## src/rtl/axi_rd_arbiter_pkg.sv

```systemverilog
// Shared AXI definitions for the instruction/data cache read arbiter.
// Holds the arbiter FSM state encoding, the AXI burst and response
// encodings, and the requester index constants, so the top level and the
// round-robin sub-module agree on what "index 0" and "index 1" mean.
package axi_rd_arbiter_pkg;

  // One outstanding AXI read: accept a request, issue AR, stream R beats
  typedef enum logic [1:0] {
    ST_IDLE = 2'd0,
    ST_ADDR = 2'd1,
    ST_DATA = 2'd2
  } arb_state_t;

  localparam logic [1:0] AXI_BURST_INCR = 2'b01;
  localparam logic [1:0] AXI_RESP_OKAY  = 2'b00;

  localparam logic RQ_ICACHE = 1'b0;
  localparam logic RQ_DCACHE = 1'b1;

  // The requester index doubles as the AXI transaction id
  function automatic logic [3:0] rq_to_id(input logic idx);
    return {3'b000, idx};
  endfunction

endpackage

```

## src/rtl/axi_rd_arbiter_rr_arb2.sv

```systemverilog
// Two-way round-robin arbiter used by axi_rd_arbiter.
// Ports:
//   clk, rst_n : clock and asynchronous active-low reset
//   req[1:0]   : request vector (already qualified by the caller)
//   advance    : a grant was taken this cycle; move the priority pointer
//   grant[1:0] : one-hot grant (all zero when nothing is requested)
module rr_arb2
  import axi_rd_arbiter_pkg::*;
(
  input  logic       clk,
  input  logic       rst_n,
  input  logic [1:0] req,
  input  logic       advance,
  output logic [1:0] grant
);

  // Index that wins when both requesters ask in the same cycle
  logic ptr_q;

  // Contention goes to the pointer; a lone request always wins
  always_comb begin
    grant = 2'b00;
    if (req[0] && req[1]) begin
      grant[ptr_q] = 1'b1;
    end else begin
      grant = req;
    end
  end

  // After any grant, favour the requester that was not served; the dcache
  // is favoured out of reset
  always_ff @(posedge clk or negedge rst_n) begin
    if (!rst_n) begin
      ptr_q <= RQ_DCACHE;
    end else if (advance) begin
      ptr_q <= grant[0] ? RQ_DCACHE : RQ_ICACHE;
    end
  end

endmodule

```

## src/rtl/axi_rd_arbiter.sv

```systemverilog
// Arbitrates icache (rq0) and dcache (rq1) read bursts onto one AXI read
// port, one outstanding burst at a time, and routes R beats back to the
// requester that owns the burst.
// Ports:
//   aclk, aresetn              : clock, asynchronous active-low reset
//   rq{0,1}_valid/ready/addr/len/size : requester burst request
//   rs{0,1}_valid/data/last/err/ready : routed read beats
//   ar* / arready              : AXI read address channel
//   rid/rdata/rresp/rlast/rvalid/rready : AXI read data channel
//   stat_grant{0,1}            : accepted-request counters (wrap around)
module axi_rd_arbiter
  import axi_rd_arbiter_pkg::*;
#(
  parameter int ADDR_W = 32,
  parameter int DATA_W = 32
) (
  input  logic              aclk,
  input  logic              aresetn,
  input  logic              rq0_valid,
  output logic              rq0_ready,
  input  logic [ADDR_W-1:0] rq0_addr,
  input  logic [7:0]        rq0_len,
  input  logic [2:0]        rq0_size,
  input  logic              rq1_valid,
  output logic              rq1_ready,
  input  logic [ADDR_W-1:0] rq1_addr,
  input  logic [7:0]        rq1_len,
  input  logic [2:0]        rq1_size,
  output logic              rs0_valid,
  output logic [DATA_W-1:0] rs0_data,
  output logic              rs0_last,
  output logic              rs0_err,
  input  logic              rs0_ready,
  output logic              rs1_valid,
  output logic [DATA_W-1:0] rs1_data,
  output logic              rs1_last,
  output logic              rs1_err,
  input  logic              rs1_ready,
  output logic [3:0]        arid,
  output logic [ADDR_W-1:0] araddr,
  output logic [7:0]        arlen,
  output logic [2:0]        arsize,
  output logic [1:0]        arburst,
  output logic [1:0]        arlock,
  output logic [3:0]        arcache,
  output logic [2:0]        arprot,
  output logic              arvalid,
  input  logic              arready,
  input  logic [3:0]        rid,
  input  logic [DATA_W-1:0] rdata,
  input  logic [1:0]        rresp,
  input  logic              rlast,
  input  logic              rvalid,
  output logic              rready,
  output logic [31:0]       stat_grant0,
  output logic [31:0]       stat_grant1
);

  arb_state_t        state_q, state_d;
  logic [ADDR_W-1:0] addr_q;
  logic [7:0]        len_q;
  logic [2:0]        size_q;
  logic              id_q;
  logic [31:0]       grant_cnt0_q, grant_cnt1_q;
  logic [1:0]        arb_req, arb_grant;
  logic              rq_hs;
  logic              beat_err;

  // Requests are only considered while idle; the reset term keeps rq_ready
  // low while aresetn is asserted even though the FSM already sits in IDLE
  assign arb_req = {rq1_valid, rq0_valid} & {2{(state_q == ST_IDLE) && aresetn}};

  // The arbiter only grants valid requests and rq_ready is the grant itself,
  // so any grant is a completed request handshake
  assign rq_hs = |arb_grant;

  rr_arb2 u_rr_arb2 (
    .clk     (aclk),
    .rst_n   (aresetn),
    .req     (arb_req),
    .advance (rq_hs),
    .grant   (arb_grant)
  );

  always_ff @(posedge aclk or negedge aresetn) begin
    if (!aresetn) begin
      state_q <= ST_IDLE;
    end else begin
      state_q <= state_d;
    end
  end

  // Burst termination is by rlast alone; the beat count is never compared
  // against the requested length
  always_comb begin
    state_d = state_q;
    case (state_q)
      ST_IDLE: if (rq_hs) state_d = ST_ADDR;
      ST_ADDR: if (arready) state_d = ST_DATA;
      ST_DATA: if (rvalid && rready && rlast) state_d = ST_IDLE;
      default: state_d = ST_IDLE;
    endcase
  end

  // AR fields come only from these registers, so they stay stable while
  // arvalid waits for arready
  always_ff @(posedge aclk or negedge aresetn) begin
    if (!aresetn) begin
      addr_q <= '0;
      len_q  <= '0;
      size_q <= '0;
      id_q   <= RQ_ICACHE;
    end else if (rq_hs) begin
      id_q <= arb_grant[1];
      if (arb_grant[1]) begin
        addr_q <= rq1_addr;
        len_q  <= rq1_len;
        size_q <= rq1_size;
      end else begin
        addr_q <= rq0_addr;
        len_q  <= rq0_len;
        size_q <= rq0_size;
      end
    end
  end

  always_ff @(posedge aclk or negedge aresetn) begin
    if (!aresetn) begin
      grant_cnt0_q <= '0;
      grant_cnt1_q <= '0;
    end else begin
      if (arb_grant[0]) grant_cnt0_q <= grant_cnt0_q + 32'd1;
      if (arb_grant[1]) grant_cnt1_q <= grant_cnt1_q + 32'd1;
    end
  end

  assign stat_grant0 = grant_cnt0_q;
  assign stat_grant1 = grant_cnt1_q;

  // A beat carrying a foreign rid still goes to the owner but is flagged
  always_comb begin
    rq0_ready = arb_grant[0];
    rq1_ready = arb_grant[1];
    arvalid   = 1'b0;
    arid      = '0;
    araddr    = '0;
    arlen     = '0;
    arsize    = '0;
    arburst   = '0;
    arlock    = '0;
    arcache   = '0;
    arprot    = '0;
    rready    = 1'b0;
    rs0_valid = 1'b0;
    rs0_data  = '0;
    rs0_last  = 1'b0;
    rs0_err   = 1'b0;
    rs1_valid = 1'b0;
    rs1_data  = '0;
    rs1_last  = 1'b0;
    rs1_err   = 1'b0;
    beat_err  = (rresp != AXI_RESP_OKAY) || (rid != rq_to_id(id_q));
    case (state_q)
      ST_ADDR: begin
        arvalid = 1'b1;
        arid    = rq_to_id(id_q);
        araddr  = addr_q;
        arlen   = len_q;
        arsize  = size_q;
        arburst = AXI_BURST_INCR;
      end
      ST_DATA: begin
        if (id_q == RQ_DCACHE) begin
          rs1_valid = rvalid;
          rs1_data  = rdata;
          rs1_last  = rlast;
          rs1_err   = beat_err;
          rready    = rs1_ready;
        end else begin
          rs0_valid = rvalid;
          rs0_data  = rdata;
          rs0_last  = rlast;
          rs0_err   = beat_err;
          rready    = rs0_ready;
        end
      end
      default: ;
    endcase
  end

endmodule

```

## config.mk

```make
export PLATFORM = sky130hd
export DESIGN_NAME = axi_rd_arbiter
export DESIGN_NICKNAME = d
export VERILOG_FILES = /design/src/rtl/axi_rd_arbiter_pkg.sv /design/src/rtl/axi_rd_arbiter_rr_arb2.sv /design/src/rtl/axi_rd_arbiter.sv
export SDC_FILE = /design/constraint.sdc
export NUM_CORES = 1
export LEC_CHECK = 0
export BUFFER_PORTS_ARGS = -buffer_cell sky130_fd_sc_hd__buf_4
export CAP_MARGIN = 20
export CORE_MARGIN = 8
export CORE_UTILIZATION = 42
export CTS_BUF_LIST = sky130_fd_sc_hd__clkbuf_4 sky130_fd_sc_hd__clkbuf_8
export DETAILED_ROUTE_END_ITERATION = 10
export HOLD_SLACK_MARGIN = 0.02
export MAX_ROUTING_LAYER = met4
export PLACE_DENSITY = 0.8
export SLEW_MARGIN = 20
export SYNTH_ARGS = -nofsm -noshare
export SYNTH_HDL_FRONTEND = slang
export SYNTH_HIERARCHICAL = 1
export SYNTH_SLANG_ARGS = --single-unit
```

## constraint.sdc

```tcl
create_clock -name aclk -period 2.4 [get_ports aclk]
set_input_delay 0.24 -clock aclk [delete_from_list [all_inputs] [get_ports aclk]]
set_output_delay 0.24 -clock aclk [all_outputs]
set_load 0.02 [all_outputs]
```

==> out/metrics.cfg <==
[status]
outcome = complete, but fails checks
violations = negative hold slack

[clock_network]
clk_path_buf_depth = 2
numCtsBuffers = 9
cts_root_buffer = clkbuf_8
worstSkewPairLatency_ps = 390
clk_pin_slew_worst_paths_ps = 120
numClockSinks = 111
ctsHtreeMaxLevel = 3
tritoncts = yes

[placed_design]
gp_congestion = 0.906
placed_area_um2 = 8610
dp_slack_ps = -5.63
place_hpwl_mm = 16.4
port_buffers = 315

[logic_synthesis]
syn_avg_cell_area_um2 = 9.95
async_flop_share_pct = 100
netlist_area_um2 = 5910
synth_seq_cells = 111
synth-edff-count = 0
syn_inst = 594
ys_seq_area_share_pct = 47.0
yosysUniqueCellTypes = 38
synth_warnings = 6
ys.flop_type = dfrtp_1

[run]
max_cap_viol_count = 0

[route]
met1_length_mm = 8.40
drcViolationCount = 0
ant_nets = 0
wirelength_mm = 21.0
via_per_inst = 5.05
vias = 5561
drt_iter0_drc = 300
highest_layer = met4
met2_length_mm = 11.2
wl_per_cell_um = 19.1
wl_met3_mm = 1.08
dr.pass1.iters = 4

[sta]
clock_skew_ps = 16.9
drv_slew = 0
layout_setup_ws_ps = 116
setup_viol_count_final = 0
fin_setup_tns_ps = 0
relSlewSlack_pct = 47.6
tightest_slew_ps = 787
min_period_ps = 2280
hold_viol = 7
rsz0062_at_grt = no
finalCritPeriodShare_pct = 95.2
timing.fmax_mhz = 438
hold_slack_ps = -10.2

[global_route]
grt_pass1_vias = 5620
antenna_found_initial = 0
grt_use_total_pct = 23.2
grt_pass1_wl_mm = 32.0
grt_max_degree = 87
overflow = 0

[cells_and_area]
layout_common_cells = buf_4, and2_1, dfrtp_1, nand2_1
drive_gt1_share_pct = 41.4
num_antenna_cells = 0
final_area_um2 = 8930
mostFrequentLayoutCell = buf_4
area_growth_pct = 51.1
fillers = 1188
register_area_um2 = 2780
multi_input_area_um2 = 3060
final_nets = 1051
utilization_pct = 64.6

[floorplanning]
chipWidth_um = 135
die_y_um = 135
coreArea_um2 = 13800
start_util_pct = 42.7
die_area_um2 = 18100
rows = 43
ioPinCount = 329

[worst_hold_path]
min_path_type = input port to asynchronous set/reset pin

[worst_setup_path]
start_kind = register
end_kind = register
worst-setup-path-type = register to register
cp_max_fo = 9
worstPathArrival_ps = 2560
crit_required_ps = 2680

[power_and_ir_drop]
p_per_area_nw_per_um2 = 794
ir_drop_v = 0.000556
leakage_nw = 4.53

state kept, by name, indices dropped and copies added (netlist names):
register and flops:
stat_grant1 32, u_rr_arb2/ptr_q 1, addr_q 32, state_q 2
stat_grant0 32, id_q 1, len_q 8, size_q 3
logic make-up (layout without fill, tap and decap cells):
| kind of cell | after synthesis | count (layout) | share of synthesized area, % |
|---|---|---|---|
| AOI/OAI and AO/OA | 49 | 49 | 4.47 |
| xor gates and xnor gates | 63 | 63 | 9.34 |
| adders and majority gates | 2 | 2 | 0.423 |
| buffers and inverters | 48 | 363 | 4.11 |
| DFF | 111 | 111 | 47.0 |
| muxes | 46 | 46 | 7.92 |
| other | 1 | 13 | 0.0635 |
| and+or+nand+nor | 274 | 274 | 26.7 |
final timing paths:
path	depth (start not counted)	slack, ps	startpoint	end
min reg2reg	1	490	stat_grant0[31]$_DFFE_PN0P_	stat_grant0[31]$_DFFE_PN0P_
min	2	-10	aresetn	stat_grant0[13]$_DFFE_PN0P_
max	9	120	state_q[0]$_DFFE_PN0P_	stat_grant1[31]$_DFFE_PN0P_
min in group aclk	3	50	rq1_size[1]	size_q[1]$_DFFE_PN0P_
max reg2reg	9	120	state_q[0]$_DFFE_PN0P_	stat_grant1[31]$_DFFE_PN0P_
max in group asynchronous	3	1670	aresetn	u_rr_arb2/ptr_q$_DFFE_PN1P_
power by group:
| part | switching (W) | total, W | internal, W | leakage (nW) |
|---|---|---|---|---|
| logic | 0.00177 | 0.00326 | 0.00148 | 2.98 |
| registers | 0.000364 | 0.00270 | 0.00234 | 1.44 |
| clock network | 0.000693 | 0.00113 | 0.000440 | 0.100 |
| total | 0.00283 | 0.00709 | 0.00426 | 4.53 |
metrics by stage:
step / instances / power (W)
6_report: 1101 / 0.00709
5_1_grt: 1101 / 0.00752
4_1_cts: 1098 / 0.00714
3_5_place_dp: 1078 / 0.00595
3_3_place_gp: 1078 / 0.00589
2_1_floorplan: 606 / 0.00446
final cells by class:
class                           instances  share of cell area, %
Multi-Input combinational cell        447                   34.2
Sequential cell                       111                   31.1
Timing Repair Buffer                  341                   29.7
Tap cell                              180                   2.52
Clock buffer                           11                   1.63
Clock inverter                          5                  0.518
Inverter                                6                  0.252
worst max-delay path: stages, from the launching register on:
cell and delay (ps):
dfrtp_2 430, buf_4 170, nor4bb_4 300, a21boi_4 250, buf_4 140, nand4_1 190
nor4_4 190, buf_4 210, nand4_1 140, xnor2_1 150
cells in the mapped netlist (4+ instances only):
| library cell | count | area, µm² |
|---|---|---|
| and2_1 | 114 | 713 |
| nand2_1 | 61 | 229 |
| o21ai_0 | 43 | 215 |
| nand4_1 | 17 | 106 |
| clkbuf_1 | 22 | 82.6 |
| and4_1 | 8 | 70.1 |
| mux2i_1 | 43 | 430 |
| nor3_1 | 4 | 20.0 |
| xnor2_1 | 40 | 350 |
| nor2_1 | 14 | 52.6 |
| dfrtp_1 | 110 | 2750 |
| xor2_1 | 23 | 201 |
| nor3b_1 | 5 | 37.5 |
| buf_4 | 16 | 120 |
| nand3_1 | 25 | 125 |
| inv_1 | 6 | 22.5 |
| and3_1 | 10 | 62.6 |
routing by layer:
layer,GRT usage [%],vias up
li1,-,2606
met3,4.72,22
met2,41.2,202
met5,-,-
met4,6.36,0
met1,25.9,2731
repair_timing:
| action | 4_1_cts | 5_1_grt |
|---|---|---|
| pin swaps | 1 | 4 |
| hold endpoints to repair | 24 | 0 |
| gates cloned | 1 | 1 |
| hold buffers | 1 | 0 |
| setup buffers | 2 | 2 |
| setup endpoints to repair | 8 | 19 |
| gates resized for setup | 2 | 5 |
Note: power is estimated with default switching activity, not from simulation.
